==> src/rtl/plab5_mcore_net_msg_to_mem_resp_msg_if.sv <==
// Handshake bundles for the net-to-memory-response adapter.
//   plab5_net_msg_if  : network side. val/domain/msg_control/msg_data flow
//                       master->slave, rdy flows back.
//   plab5_mem_resp_if : memory-response side. Same shape plus src, which
//                       carries the originating bank id of the response.

interface plab5_net_msg_if #(
  parameter int p_cnbits = 23,
  parameter int p_dnbits = 32
);
  logic                val;
  logic                rdy;
  logic                domain;
  logic [p_cnbits-1:0] msg_control;
  logic [p_dnbits-1:0] msg_data;

  modport master (output val, domain, msg_control, msg_data, input  rdy);
  modport slave  (input  val, domain, msg_control, msg_data, output rdy);
endinterface

interface plab5_mem_resp_if #(
  parameter int p_cnbits = 13,
  parameter int p_dnbits = 32,
  parameter int p_snbits = 3
);
  logic                val;
  logic                rdy;
  logic                domain;
  logic [p_cnbits-1:0] msg_control;
  logic [p_dnbits-1:0] msg_data;
  logic [p_snbits-1:0] src;

  modport master (output val, domain, msg_control, msg_data, src, input  rdy);
  modport slave  (input  val, domain, msg_control, msg_data, src, output rdy);
endinterface

==> src/rtl/plab5_mcore_net_msg_to_mem_resp_msg.sv <==
// Core-side receiver for memory responses coming off the response network.
// Strips {dest, src, net opaque} from the net control half, keeps the memory
// response control {type, opaque, len} and data, and buffers the result in a
// 2-entry queue. Each entry carries its own security domain and source bank.
// Messages addressed to another core, or claiming a non-existent source, are
// accepted but discarded and counted.
//
// Ports
//   clk, reset  : clock, synchronous active-high reset
//   net_msg     : slave side of the incoming net message (val/rdy/domain/
//                 msg_control/msg_data)
//   mem_resp    : master side of the outgoing memory response (val/rdy/
//                 domain/msg_control/msg_data/src), driven from the head entry
//   drop_count  : saturating (255) count of discarded messages
//   drop_err    : sticky, set by the first discard since reset

module plab5_mcore_net_msg_to_mem_resp_msg #(
  parameter int p_net_dest          = 0,
  parameter int p_num_ports         = 4,
  parameter int p_mem_opaque_nbits  = 8,
  parameter int p_mem_data_nbits    = 32,
  parameter int p_net_opaque_nbits  = 4,
  parameter int p_net_srcdest_nbits = 3
)(
  input  logic                    clk,
  input  logic                    reset,
  plab5_net_msg_if.slave          net_msg,
  plab5_mem_resp_if.master        mem_resp,
  output logic [7:0]              drop_count,
  output logic                    drop_err
);

  // Memory response control = {type(3), opaque(mo), len(log2(md/8))}.
  localparam int md               = p_mem_data_nbits;
  localparam int ns               = p_net_srcdest_nbits;
  localparam int c_mem_msg_cnbits = 3 + p_mem_opaque_nbits + $clog2(md/8);
  localparam int c_net_msg_cnbits = c_mem_msg_cnbits + p_net_opaque_nbits + 2*ns;

  typedef struct packed {
    logic                        domain;
    logic [ns-1:0]               src;
    logic [c_mem_msg_cnbits-1:0] ctrl;
    logic [md-1:0]               data;
  } entry_t;

  typedef enum logic [1:0] {
    EMPTY = 2'd0,
    ONE   = 2'd1,
    FULL  = 2'd2
  } state_t;

  state_t state, state_next;
  entry_t entries [2];
  logic   wr_ptr, rd_ptr;

  // ---------------------------------------------------------------------
  // Header decode
  // ---------------------------------------------------------------------
  logic [ns-1:0]               msg_dest;
  logic [ns-1:0]               msg_src;
  logic [c_mem_msg_cnbits-1:0] msg_mem_ctrl;
  logic                        misrouted;

  // The net opaque field sits between src and the memory control and is
  // deliberately not extracted.
  assign msg_dest     = net_msg.msg_control[c_net_msg_cnbits-1    -: ns];
  assign msg_src      = net_msg.msg_control[c_net_msg_cnbits-ns-1 -: ns];
  assign msg_mem_ctrl = net_msg.msg_control[c_mem_msg_cnbits-1:0];

  assign misrouted = (msg_dest != ns'(p_net_dest)) ||
                     (int'(msg_src) >= p_num_ports);

  // ---------------------------------------------------------------------
  // Handshake
  // ---------------------------------------------------------------------
  logic in_fire, enq, deq, drop;

  assign net_msg.rdy  = !reset && (state != FULL);
  assign mem_resp.val = (state != EMPTY);

  assign in_fire = net_msg.val && net_msg.rdy;
  // A discarded message still completes its handshake; it just never
  // reaches the queue, so it cannot disturb the head or the count.
  assign drop    = in_fire && misrouted;
  assign enq     = in_fire && !misrouted;
  assign deq     = mem_resp.val && mem_resp.rdy;

  // Outputs always come from storage: a message accepted this cycle is
  // visible only from the next cycle on.
  assign mem_resp.domain      = entries[rd_ptr].domain;
  assign mem_resp.src         = entries[rd_ptr].src;
  assign mem_resp.msg_control = entries[rd_ptr].ctrl;
  assign mem_resp.msg_data    = entries[rd_ptr].data;

  // ---------------------------------------------------------------------
  // Occupancy FSM
  // ---------------------------------------------------------------------
  always_ff @(posedge clk) begin
    if (reset) state <= EMPTY;
    else       state <= state_next;
  end

  always_comb begin
    state_next = state;
    case (state)
      EMPTY: if (enq) state_next = ONE;
      // enq+deq at ONE keeps one entry: the new one becomes head.
      ONE: begin
        if (enq && !deq)      state_next = FULL;
        else if (deq && !enq) state_next = EMPTY;
      end
      FULL:  if (deq) state_next = ONE;
      default: state_next = EMPTY;
    endcase
  end

  // ---------------------------------------------------------------------
  // Storage and pointers
  // ---------------------------------------------------------------------
  always_ff @(posedge clk) begin
    if (reset) begin
      wr_ptr <= 1'b0;
      rd_ptr <= 1'b0;
      for (int i = 0; i < 2; i++) entries[i] <= '0;
    end else begin
      if (enq) begin
        entries[wr_ptr] <= '{domain: net_msg.domain,
                             src:    msg_src,
                             ctrl:   msg_mem_ctrl,
                             data:   net_msg.msg_data};
        wr_ptr <= ~wr_ptr;
      end
      if (deq) rd_ptr <= ~rd_ptr;
    end
  end

  // ---------------------------------------------------------------------
  // Drop accounting
  // ---------------------------------------------------------------------
  always_ff @(posedge clk) begin
    if (reset) begin
      drop_count <= 8'd0;
      drop_err   <= 1'b0;
    end else if (drop) begin
      if (drop_count != 8'hFF) drop_count <= drop_count + 8'd1;
      drop_err <= 1'b1;
    end
  end

endmodule

==> src/flat_wrapper.sv <==
// flat-port wrapper written by rule: the top's interface ports become plain ports
module plab5_mcore_net_msg_to_mem_resp_msg_flat 
#(
  parameter int p_net_dest          = 0,
  parameter int p_num_ports         = 4,
  parameter int p_mem_opaque_nbits  = 8,
  parameter int p_mem_data_nbits    = 32,
  parameter int p_net_opaque_nbits  = 4,
  parameter int p_net_srcdest_nbits = 3
)
  (clk, reset, drop_count, drop_err, net_msg_val, net_msg_domain, net_msg_msg_control, net_msg_msg_data, net_msg_rdy, mem_resp_val, mem_resp_domain, mem_resp_msg_control, mem_resp_msg_data, mem_resp_src, mem_resp_rdy);
  plab5_net_msg_if #(.p_cnbits(23), .p_dnbits(32)) net_msg_i ();
  plab5_mem_resp_if #(.p_cnbits(13), .p_dnbits(32), .p_snbits(3)) mem_resp_i ();
  input  logic clk;
  input  logic reset;
  output logic [7:0] drop_count;
  output logic drop_err;
  input wire logic [$bits(net_msg_i.val)-1:0] net_msg_val;
  input wire logic [$bits(net_msg_i.domain)-1:0] net_msg_domain;
  input wire logic [$bits(net_msg_i.msg_control)-1:0] net_msg_msg_control;
  input wire logic [$bits(net_msg_i.msg_data)-1:0] net_msg_msg_data;
  output wire logic [$bits(net_msg_i.rdy)-1:0] net_msg_rdy;
  output wire logic [$bits(mem_resp_i.val)-1:0] mem_resp_val;
  output wire logic [$bits(mem_resp_i.domain)-1:0] mem_resp_domain;
  output wire logic [$bits(mem_resp_i.msg_control)-1:0] mem_resp_msg_control;
  output wire logic [$bits(mem_resp_i.msg_data)-1:0] mem_resp_msg_data;
  output wire logic [$bits(mem_resp_i.src)-1:0] mem_resp_src;
  input wire logic [$bits(mem_resp_i.rdy)-1:0] mem_resp_rdy;
  assign net_msg_i.val = net_msg_val;
  assign net_msg_i.domain = net_msg_domain;
  assign net_msg_i.msg_control = net_msg_msg_control;
  assign net_msg_i.msg_data = net_msg_msg_data;
  assign net_msg_rdy = net_msg_i.rdy;
  assign mem_resp_val = mem_resp_i.val;
  assign mem_resp_domain = mem_resp_i.domain;
  assign mem_resp_msg_control = mem_resp_i.msg_control;
  assign mem_resp_msg_data = mem_resp_i.msg_data;
  assign mem_resp_src = mem_resp_i.src;
  assign mem_resp_i.rdy = mem_resp_rdy;
  plab5_mcore_net_msg_to_mem_resp_msg #(.p_net_dest(p_net_dest), .p_num_ports(p_num_ports), .p_mem_opaque_nbits(p_mem_opaque_nbits), .p_mem_data_nbits(p_mem_data_nbits), .p_net_opaque_nbits(p_net_opaque_nbits), .p_net_srcdest_nbits(p_net_srcdest_nbits)) u_core (.clk(clk), .reset(reset), .net_msg(net_msg_i), .mem_resp(mem_resp_i), .drop_count(drop_count), .drop_err(drop_err));
endmodule
==> config.mk <==
export PLATFORM = sky130hd
export DESIGN_NAME = plab5_mcore_net_msg_to_mem_resp_msg_flat
export DESIGN_NICKNAME = d
export VERILOG_FILES = /design/src/rtl/plab5_mcore_net_msg_to_mem_resp_msg_if.sv /design/src/rtl/plab5_mcore_net_msg_to_mem_resp_msg.sv /design/src/flat_wrapper.sv
export SDC_FILE = /design/constraint.sdc
export NUM_CORES = 1
export LEC_CHECK = 0
export ABC_AREA = 0
export BUFFER_PORTS_ARGS = -buffer_cell sky130_fd_sc_hd__buf_2
export CAP_MARGIN = 25
export CORE_ASPECT_RATIO = 2
export CORE_UTILIZATION = 50
export CTS_CLUSTER_DIAMETER = 200
export CTS_CLUSTER_SIZE = 20
export DETAILED_ROUTE_END_ITERATION = 7
export GPL_TIMING_DRIVEN = 0
export PLACE_DENSITY = 0.8
export SLEW_MARGIN = 20
export SYNTH_ARGS = -nofsm -noshare
export SYNTH_HDL_FRONTEND = slang
export SYNTH_SLANG_ARGS = --single-unit
export TNS_END_PERCENT = 5
==> constraint.sdc <==
create_clock -name clk -period 3.1 [get_ports clk]
set_input_delay 0.155 -clock clk [delete_from_list [all_inputs] [get_ports clk]]
set_output_delay 0.155 -clock clk [all_outputs]
set_load 0.005 [all_outputs]
# == Word-level counts from Yosys, hierarchy flattened ==
# Memory sizes are Yosys's and may differ from the RTL's. A register that Yosys moved wholly into a read port is not among the register bits.
# Cells that the tools add are included.
# classes
n_reduce_logical,18
bitwise,2
eq_ne,7
add_sub_neg,1
n_lt_le_gt_ge,1
muxes,15
# op_table
cell,count
two-way mux 49 bit,1
OR reduction 49 bit,1
two-way mux 1 bit,9
"adder 8 x 1 -> 8 bit, second input constant",1
two-way mux 2 bit,4
"!= test 8 bit, second input constant",1
logical AND 1 bit,7
one-hot mux 2 bit (3 select lines),1
logical NOT 1 bit,4
"!= test 2 x 1 -> 1 bit, second input constant",2
">= comparator 3 bit, second input constant",1
"!= test 3 x 1 -> 1 bit, second input constant",1
AND reduction 3 bit,1
nonzero test 3 bit,1
"== test 2 x 1 -> 1 bit, second input constant",1
"== test 2 bit, second input constant",1
logical NOT 2 bit,1
"!= test 2 bit, second input constant",1
inverter 1 bit,2
AND reduction 2 bit,1
nonzero test 2 bit,1
logical OR 1 bit,1
# word_totals
memories,1
ramBits,98
reg_bits,13
in_bits,60
elab_cells,50
# memory_table
memory,depth,word_bits,rd,rd_ports_with_merged_regs,write_ports,line,text
u_core.entries,2,49,1,1,2,plab5_mcore_net_msg_to_mem_resp_msg.sv:53,entry_t entries [2];

# == Depth between registers and ports, before layout ==
# Gate-level depths: netlist of the first run.
# logic_depth
ltp_word,9
ltp_mapped,7
depth_no_buf,5

# == Worst setup path before layout of the first run ==
# Ideal clock, no wire load.
# synth_path
kind,reg2reg
start,register u_core.state[1]
end,"memory u_core.entries[1][0] (netlist name), enable pin"
setup_ns,0.408
slack_ns,0.498
t_arrival_ns,2.195
path_stages_with_launch,7
synth_period_minus_slack_ns,2.602
path_cell_list,dfxtp_1 -> nor2b_4 -> and4bb_2 -> buf_2 -> clkbuf_1 -> nand2_1 -> nand2_1
# synth_rtl
item,line,text
from (decl),plab5_mcore_net_msg_to_mem_resp_msg.sv:52,"state_t state, state_next;"
from (signal assigned),plab5_mcore_net_msg_to_mem_resp_msg.sv:100,else state <= state_next;
to (decl),plab5_mcore_net_msg_to_mem_resp_msg.sv:53,

==> results.ini, run 1 <==
[drt]
vias = 3189
post_drt_wl_per_cell_um = 16.3
vias_per_cell = 5.27
drt-total-wl_um = 9860
drc_errors = 0
route.antenna.remaining_nets = 0
detail_route.first_pass.iterations = 4
count_of_routing_violations_after_the_opening_detailed_route_iteration = 179

[floorplan]
chipWidth_um = 71.9
core_area_um2 = 9450
dieHeight_um = 142
io-pin-count = 120
placementRows = 50
die_area_um2 = 10200
start_util = 0.517

[timing]
period_minus_slack_ps = 2450
final_max_slew_viol_count = 0
max_freq_ghz = 0.408
period_share = 0.791
setup_viol = 0
grt_setup_unrepaired = no
finalHoldViolations = 0
timing.clock.skew_ps = 5.90
maxSlewHeadroom = 0.512
worstMarginPinSlew_ps = 722
final.setup.worst_slack_ps = 649
setup-tns-final_ps = 0

[power]
peakVddDrop_mv = 0.313
p_leak_nw = 2.48
p_per_area_nw_per_um2 = 507

[clock_network]
cts.sink_count = 112
clk_pin_slew_worst_paths_ps = 70
ctsHtreeMaxLevel = 3
cts_root_buf = sky130_fd_sc_hd__clkbuf_16
clock_latency_reported_for_the_late_side_of_the_worst_skew_pair_ps = 340
post_cts_hold_buffer_count = 0
ctsLongestPathBuffers = 2
cts_made_buffers = 9
ctsResizeCount = 0
tritoncts_clock_tree = yes
post_cts_buffers = 0

[synth]
multiplexer_area_fraction_after_synthesis = 0.119
synth_fa_ha_area_frac = 0.00256
async_flop_share = 0
synthesis.area_um2 = 4880
synth_compound_area_frac = 0.0184
synthCells = 343
synth_xor_area_frac = 0.00359
post-synth-top-area-fraction = 0.602
synth-edff-count = 98
library_cell_with_the_highest_instance_count_after_synthesis = sky130_fd_sc_hd__edfxtp_1
ys_dominant_reg_cell = sky130_fd_sc_hd__edfxtp_1
synthSimpleGateAreaFrac = 0.174
ys_seq_area_frac = 0.660
yosys_warnings = 0
flip_flop_and_latch_count_after_synthesis = 112
synth_cell_type_count = 41
ys_top_cells_by_count = sky130_fd_sc_hd__edfxtp_1 (98), sky130_fd_sc_hd__and2_1 (49), sky130_fd_sc_hd__mux2_2 (49)
post_synth.cell_area_avg_um2 = 14.2
synth.largest_area_cell = sky130_fd_sc_hd__edfxtp_1
synth.top_cells.by_area = sky130_fd_sc_hd__edfxtp_1 (60%), sky130_fd_sc_hd__mux2_2 (11%), sky130_fd_sc_hd__and2_1 (6.3%)
synth_top_family_by_area = simple AND/OR/NAND/NOR gates

[global_route]
antenna_found_initial = 0
groute.usage.overall = 0.203
grt_pass1_wl_um = 15600
grt_start_max_net_pins = 50
overflow = 0
first_global_vias = 3199

[placed_design]
place.detailed.hpwl_um = 6900
gp_congestion = 0.741
buffer_ports.inserted = 115
dp_worst_setup_slack_ps = 554

[status]
run_status = completed

[cells_and_area]
finish.utilization = 0.626
drive_gt1_frac = 0.398
flow.area_growth_from_synthesis_pct = 21.2
n_antenna_cell = 0
post_layout_nets = 531

[setup_path]
path_class = reg -> reg
setup.worst_path.end_class = flop
crit_fanout = 49
ff2ff_path_depth = 6
cp_data_arrival_time_ps = 2420
cp_slowest_stage_delay_ps = 640
crit_chain = nor2b_4 > and4bb_2 > buf_2 > and2b_1 > clkbuf_2 > or2_4
data_required_time_of_the_critical_path_ps = 3070
worst_path_max_delay_cell = sky130_fd_sc_hd__or2_4
critical_path.startpoint_type = flop

[flow_run]
maxcap_viol_count = 0

[worst_hold_path]
min_path_cells = 2
hold_class = in -> reg

==> logic make-up (layout without fill, tap and decap cells) <==
kind of cell | after synthesis | count (layout)
simple gates | 135 | 135
buf+inv | 27 | 158
xor+xnor | 2 | 2
flops | 112 | 112
fa+ha+maj | 1 | 1
mux | 52 | 52
compound gates | 13 | 13
other cells | 1 | 2
==> path summary, 6_finish.rpt <==
path	startpoint	end	slack [ps]
worst min-delay path	mem_resp_rdy	u_core.state[1]$_SDFFE_PP0P_	30
worst max-delay path	u_core.state[0]$_SDFFE_PP0P_	u_core.entries[0][33]$_SDFFCE_PN0P_	650
worst max register to register	u_core.state[0]$_SDFFE_PP0P_	u_core.entries[0][33]$_SDFFCE_PN0P_	650
worst min register to register	u_core.drop_err$_SDFFE_PP0P_	u_core.drop_err$_SDFFE_PP0P_	480
==> stage by stage <==
step	total power, W	hold WS (ps)	instances	area (µm²)
global placement	0.00194	372	589	5630
CTS	0.00301	24.1	605	5920
finish	0.00300	32.4	605	5920
detailed placement	0.00195	386	589	5640
floorplan	0.00183	232	344	4890
global route	0.00309	30.1	605	5920
==> cell usage in the layout (no fill, tap or decap), types with 4 or more instances in the layout <==
cell type	Yosys	final
sky130_fd_sc_hd__nor2_1	9	9
sky130_fd_sc_hd__dfxtp_1	14	14
sky130_fd_sc_hd__edfxtp_1	98	98
sky130_fd_sc_hd__buf_2	2	117
sky130_fd_sc_hd__clkbuf_1	16	16
sky130_fd_sc_hd__mux2_2	49	49
sky130_fd_sc_hd__and2_1	49	49
sky130_fd_sc_hd__buf_1	4	4
sky130_fd_sc_hd__nand2_1	7	6
sky130_fd_sc_hd__clkbuf_16	0	9
sky130_fd_sc_hd__and3_1	48	48
==> routing by layer <==
layer	vias to the layer above	routed length (µm)	track usage
met2	97	5610	0.383
met3	17	451	0.0398
li1	1519	-	-
met5	-	0	0
met4	0	243	0.0918
met1	1556	3550	0.210
==> state kept, by name, indices dropped and copies added (netlist names), named ones only <==
| signal | flops |
|---|---|
| u_core.wr_ptr | 1 |
| u_core.drop_count | 8 |
| u_core.state | 2 |
| u_core.entries | 98 |
| u_core.rd_ptr | 1 |
| u_core.drop_err | 1 |
==> worst max-delay path, delay by kind of cell (launching register included) <==
kind                   cells  cell delay [ps]
flip-flops                 1              420
buffers and inverters      2              440
AND/OR/NAND/NOR            4             1210
==> area by class of cell <==
type                            instances  area, µm²
Timing Repair Buffer                  115        576
Clock inverter                          7       56.3
Buffer                                 24       95.1
Tap cell                              130        163
Fill cell                             752       3530
Sequential cell                       112       3220
Clock buffer                            9        225
Inverter                                3       11.3
Multi-Input combinational cell        205       1570
==> where the power goes <==
part	internal [W]	switching [W]	leakage (nW)	total, W
registers	0.00170	0.0000178	1.09	0.00172
logic	0.0000968	0.000101	1.27	0.000197
clock network	0.000554	0.000532	0.132	0.00109
total	0.00235	0.000651	2.48	0.00300
Power figures use the tool's default switching activity.
==> run 2, diff against run 1 <==
Clock period 3.1 ns to 2.55 ns, I/O delays scaled along.
==> run 2 against run 1 <==
Net effect: clock-buffer cell count grew 2; register-to-register slack worse by 490 ps; worst setup slack worse by 490 ps; first-iteration DRC count is 39% lower; clock skew is 2.5 ps higher; critical path depth unchanged; highest routed layer unchanged; maximum frequency increased by 2.3%; total power rose by 23%.
==> results.ini, run 2 (synthesized netlist as in run 1, its figures left out) <==
[setup_path]
setup.worst_path.end_class = flop
worst_path_max_delay_cell = sky130_fd_sc_hd__or2_2
crit_fanout = 24
endpoint_of_the_worst_slack_reg_to_reg_timing_path = u_core.entries[0][14]$_SDFFCE_PN0P_
r2r_setup_slk_ps = 160
cp_data_arrival_time_ps = 2370
rr_startpoint = u_core.state[1]$_SDFFE_PP0P_
data_required_time_of_the_critical_path_ps = 2530
cp_slowest_stage_delay_ps = 590
ff2ff_path_depth = 6
critical_path.startpoint_type = flop
path_class = reg -> reg
crit_chain = nor2b_4 > and4bb_2 > buf_2 > and2b_1 > clkbuf_2 > or2_2

[timing]
grt_setup_unrepaired = no
timing.clock.skew_ps = 8.35
final.setup.worst_slack_ps = 155
finalHoldViolations = 0
period_share = 0.939
final_max_slew_viol_count = 0
period_minus_slack_ps = 2390
maxSlewHeadroom = 0.561
max_freq_ghz = 0.418
setup_viol = 0
worstMarginPinSlew_ps = 658

[cells_and_area]
multiInputGateArea_um2 = 1580
most-common-layout-cells = sky130_fd_sc_hd__buf_2 (117), sky130_fd_sc_hd__edfxtp_1 (98), sky130_fd_sc_hd__mux2_2 (49), sky130_fd_sc_hd__and2_1 (49), sky130_fd_sc_hd__and3_1 (48)
largest_reg_flops = 98
largest_regs = u_core.entries x98, u_core.drop_count x8, u_core.state x2
finish.utilization = 0.630
n_antenna_cell = 0
n_fill_cell = 735
drive_gt1_frac = 0.403
post-route-cell-area_um2 = 5950
registers.top_by_ff_count = u_core.entries
flow.area_growth_from_synthesis_pct = 21.9
mostFrequentLayoutCell = sky130_fd_sc_hd__buf_2
post_layout_nets = 533
area.sequential_um2 = 3220

[global_route]
overflow = 0
grt_pass1_wl_um = 14900
first_global_vias = 3183
antenna_found_initial = 0
grt_start_max_net_pins = 50
groute.usage.overall = 0.196

[floorplan]
start_util = 0.517
dieHeight_um = 142
placementRows = 50
die_area_um2 = 10200
core_area_um2 = 9450
io-pin-count = 120
chipWidth_um = 71.9

[clock_network]
clock_latency_reported_for_the_late_side_of_the_worst_skew_pair_ps = 350
ctsLongestPathBuffers = 2
cts.sink_count = 112
ctsHtreeMaxLevel = 3
cts_root_buf = sky130_fd_sc_hd__clkbuf_16
clk_pin_slew_worst_paths_ps = 80
tritoncts_clock_tree = yes
cts_made_buffers = 9
post_cts_buffers = 0

[drt]
count_of_routing_violations_after_the_opening_detailed_route_iteration = 109
detail_route.first_pass.iterations = 4
drt-total-wl_um = 9860
route.antenna.remaining_nets = 0
vias_per_cell = 5.25
vias = 3184
post_drt_wl_per_cell_um = 16.2
drc_errors = 0

[status]
run_status = completed

[placed_design]
place.detailed.hpwl_um = 6800
dp_worst_setup_slack_ps = 13.7
gp_congestion = 0.762
buffer_ports.inserted = 115
place_area_um2 = 5640

[worst_hold_path]
hold_class = in -> reg
worst_hold_startpoint = net_msg_msg_control[12]
min_path_cells = 2
hold-path-endpoint = u_core.entries[0][44]$_SDFFCE_PN0P_

[power]
fin_total_pwr_w = 0.00369
p_per_area_nw_per_um2 = 619
peakVddDrop_mv = 0.449
p_leak_nw = 2.51

[flow_run]
maxcap_viol_count = 0

run 2: report_power, final:
group	switching [W]	internal, W	total, W	leakage (nW)
sequential	0.0000217	0.00206	0.00208	1.09
combinational	0.000122	0.000120	0.000242	1.28
clock	0.000635	0.000724	0.00136	0.143
run 2: what timing repair did:
action	CTS	global route
hold buffers	1	0
hold endpoints to repair	1	0
endpoints found under the setup margin	0	70
resized for setup	0	2
run 2: how the worst max path moves through the flow:
stage                                       startpoint                                  end  slack, ps  cells after the start
after floorplan           u_core.state[1]$_SDFFE_PP0P_   u_core.entries[0][0]$_SDFFCE_PN0P_        310                      6
after global placement         net_msg_msg_control[21]  u_core.entries[0][25]$_SDFFCE_PN0P_       -300                      7
after detailed placement       net_msg_msg_control[21]  u_core.entries[0][25]$_SDFFCE_PN0P_         10                      7
after CTS                 u_core.state[1]$_SDFFE_PP0P_  u_core.entries[0][22]$_SDFFCE_PN0P_         50                      6
after global routing      u_core.state[1]$_SDFFE_PP0P_   u_core.entries[0][0]$_SDFFCE_PN0P_          5                      6
final                     u_core.state[1]$_SDFFE_PP0P_  u_core.entries[0][14]$_SDFFCE_PN0P_        160                      6
run 2: area by class of cell:
type,count,share of cell area
inverter,3,0.00189
clock buffer,11,0.0424
tap,130,0.0273
buffer,24,0.0162
clock inverter,5,0.00651
sequential,112,0.541
multi-input combinational,206,0.266
timing repair buffer,116,0.0983
run 2: through the flow:
stage | cells | TNS [ps] | hold slack (ps)
2_1_floorplan | 344 | 0 | 204
3_3_place_gp | 589 | -25970 | 347
3_5_place_dp | 589 | 0 | 369
4_1_cts | 606 | 0 | 56.9
5_1_grt | 607 | 0 | 63.7
6_report | 607 | 0 | 64.9
run 2: critical path, delay by kind of cell, from the launching register on:
family	cells	cell delay, ps
and+or+nand+nor	4	1220
DFF	1	340
buffers and inverters	2	450
run 2: per-layer routing:
layer | GRT usage | part of all wire | vias to the layer above
met1 | 0.197 | 0.37 | 1549
met3 | 0.0483 | 0.042 | 15
met5 | 0 | 0 | -
met4 | 0.0846 | 0.023 | 0
met2 | 0.372 | 0.56 | 94
li1 | - | - | 1526
==> run 3, diff against run 2 <==
Settings changed: RECOVER_POWER set to 50.
==> run 3 against run 2 <==
Net effect: sequential share of layout area increased by 0.21 points; critical path depth unchanged; wire length decreased by 0.44%; global-route usage unchanged; worst setup slack improved by 14 ps; combinational power decreased by 2%; critical path type unchanged; critical endpoint is now u_core.entries[0][0]$_SDFFCE_PN0P_; die area unchanged; final area decreased by 0.38%; largest power group unchanged; cell count unchanged.
==> results.ini, run 3 (synthesized netlist as in run 1, its figures left out) <==
[cells_and_area]
n_antenna_cell = 0
drive_gt1_frac = 0.363
flow.area_growth_from_synthesis_pct = 21.4
post_layout_nets = 533
area.sequential_um2 = 3220
largest_reg_flops = 98
multiInputGateArea_um2 = 1580
post-route-cell-area_um2 = 5930
registers.top_by_ff_count = u_core.entries
largest_regs = u_core.entries x98, u_core.drop_count x8, u_core.state x2
most-common-layout-cells = sky130_fd_sc_hd__buf_2 (99), sky130_fd_sc_hd__edfxtp_1 (98), sky130_fd_sc_hd__mux2_2 (48), sky130_fd_sc_hd__and3_1 (48), sky130_fd_sc_hd__and2_1 (43)
mostFrequentLayoutCell = sky130_fd_sc_hd__buf_2
n_fill_cell = 746

[timing]
maxSlewHeadroom = 0.553
setup_viol = 0
period_minus_slack_ps = 2380
period_share = 0.933
grt_setup_unrepaired = no
timing.clock.skew_ps = 10.0
fin_hold_ws_ps = 65.2
worstMarginPinSlew_ps = 670
final_max_slew_viol_count = 0
max_freq_ghz = 0.420
finalHoldViolations = 0

[setup_path]
rr_startpoint = u_core.state[1]$_SDFFE_PP0P_
critical_path.startpoint_type = flop
ff2ff_path_depth = 6
path_class = reg -> reg
cp_data_arrival_time_ps = 2350
crit_fanout = 24
endpoint_of_the_worst_slack_reg_to_reg_timing_path = u_core.entries[0][0]$_SDFFCE_PN0P_
setup.worst_path.end_class = flop
r2r_setup_slk_ps = 170
data_required_time_of_the_critical_path_ps = 2520

[clock_network]
ctsLongestPathBuffers = 2
cts.sink_count = 112
ctsHtreeMaxLevel = 3
tritoncts_clock_tree = yes
cts_made_buffers = 9
clk_pin_slew_worst_paths_ps = 80
cts_root_buf = sky130_fd_sc_hd__clkbuf_16
post_cts_buffers = 0
clock_latency_reported_for_the_late_side_of_the_worst_skew_pair_ps = 350

[global_route]
antenna_found_initial = 0
overflow = 0
grt_start_max_net_pins = 50
first_global_vias = 3183
grt_pass1_wl_um = 14900
groute.usage.overall = 0.196

[power]
p_per_area_nw_per_um2 = 620
peakVddDrop_mv = 0.450
p_leak_nw = 2.45

[placed_design]
place_area_um2 = 5640
gp_congestion = 0.762
buffer_ports.inserted = 115
place.detailed.hpwl_um = 6800

[drt]
vias_per_cell = 5.26
detail_route.first_pass.iterations = 4
drt-total-wl_um = 9820
drc_errors = 0
vias = 3190
route.antenna.remaining_nets = 0
post_drt_wl_per_cell_um = 16.2
count_of_routing_violations_after_the_opening_detailed_route_iteration = 116

[floorplan]
io-pin-count = 120
chipWidth_um = 71.9
dieHeight_um = 142
die_area_um2 = 10200
core_area_um2 = 9450
start_util = 0.517
placementRows = 50

[status]
run_status = completed

[flow_run]
maxcap_viol_count = 0

[worst_hold_path]
worst_hold_startpoint = net_msg_msg_control[12]
hold_class = in -> reg
hold-path-endpoint = u_core.entries[0][44]$_SDFFCE_PN0P_
min_path_cells = 2

## run 3: final cells by class
| class | instances | share of cell area |
|---|---|---|
| flip-flops and latches | 112 | 0.543 |
| multi-input cells | 206 | 0.267 |
| repair buffers | 116 | 0.0951 |
| clock buffers | 11 | 0.0426 |
| well taps | 130 | 0.0274 |
| plain buffers | 24 | 0.0160 |
| clock inverters | 5 | 0.00654 |
| inverters | 3 | 0.00190 |
## run 3: routing by layer
metal / global-route usage / vias up / share of wire
met5: 0 / - / 0
met4: 0.0846 / 0 / 0.024
met3: 0.0483 / 17 / 0.040
met2: 0.372 / 86 / 0.57
met1: 0.197 / 1558 / 0.37
li1: - / 1529 / -
## run 3: through the flow
step | cells | setup TNS (ps) | total power (W) | setup slack, ps | utilization
finish | 607 | 0 | 0.00368 | 170 | 0.628
global route | 607 | 0 | 0.00379 | 4.94 | 0.628
CTS | 606 | 0 | 0.00371 | 54.9 | 0.629
detailed placement | 589 | 0 | 0.00237 | 13.7 | 0.597
global placement | 589 | -25970 | 0.00236 | -297 | 0.596
floorplan | 344 | 0 | 0.00223 | 309 | -
## run 3: worst max-delay path: stages, from the launching register on
cell	delay (ps)
sky130_fd_sc_hd__dfxtp_1	340
sky130_fd_sc_hd__nor2b_4	150
sky130_fd_sc_hd__and4bb_2	280
sky130_fd_sc_hd__buf_2	190
sky130_fd_sc_hd__and2b_1	200
sky130_fd_sc_hd__clkbuf_2	240
sky130_fd_sc_hd__or2_2	600
## run 3: where the power goes
part / internal, W / switching, W / total [W]
Sequential: 0.00206 / 0.0000216 / 0.00208
Combinational: 0.000116 / 0.000122 / 0.000238
Clock: 0.000724 / 0.000632 / 0.00136
## run 3: worst max path at each step
stage	startpoint	endpoint	slack (ps)	cells past startpoint
2_1_floorplan	u_core.state[1]$_SDFFE_PP0P_	u_core.entries[0][0]$_SDFFCE_PN0P_	310	6
3_3_place_gp	net_msg_msg_control[21]	u_core.entries[0][25]$_SDFFCE_PN0P_	-300	7
3_5_place_dp	net_msg_msg_control[21]	u_core.entries[0][25]$_SDFFCE_PN0P_	10	7
4_1_cts	u_core.state[1]$_SDFFE_PP0P_	u_core.entries[0][22]$_SDFFCE_PN0P_	50	6
5_1_grt	u_core.state[1]$_SDFFE_PP0P_	u_core.entries[0][0]$_SDFFCE_PN0P_	5	6
6_report	u_core.state[1]$_SDFFE_PP0P_	u_core.entries[0][0]$_SDFFCE_PN0P_	170	6
## run 3: what timing repair did
| action | 4_1_cts | 5_1_grt |
|---|---|---|
| setup endpoints to repair | 0 | 70 |
| hold buffers | 1 | 0 |
| hold endpoints to repair | 1 | 0 |
| resized for setup | 0 | 2 |
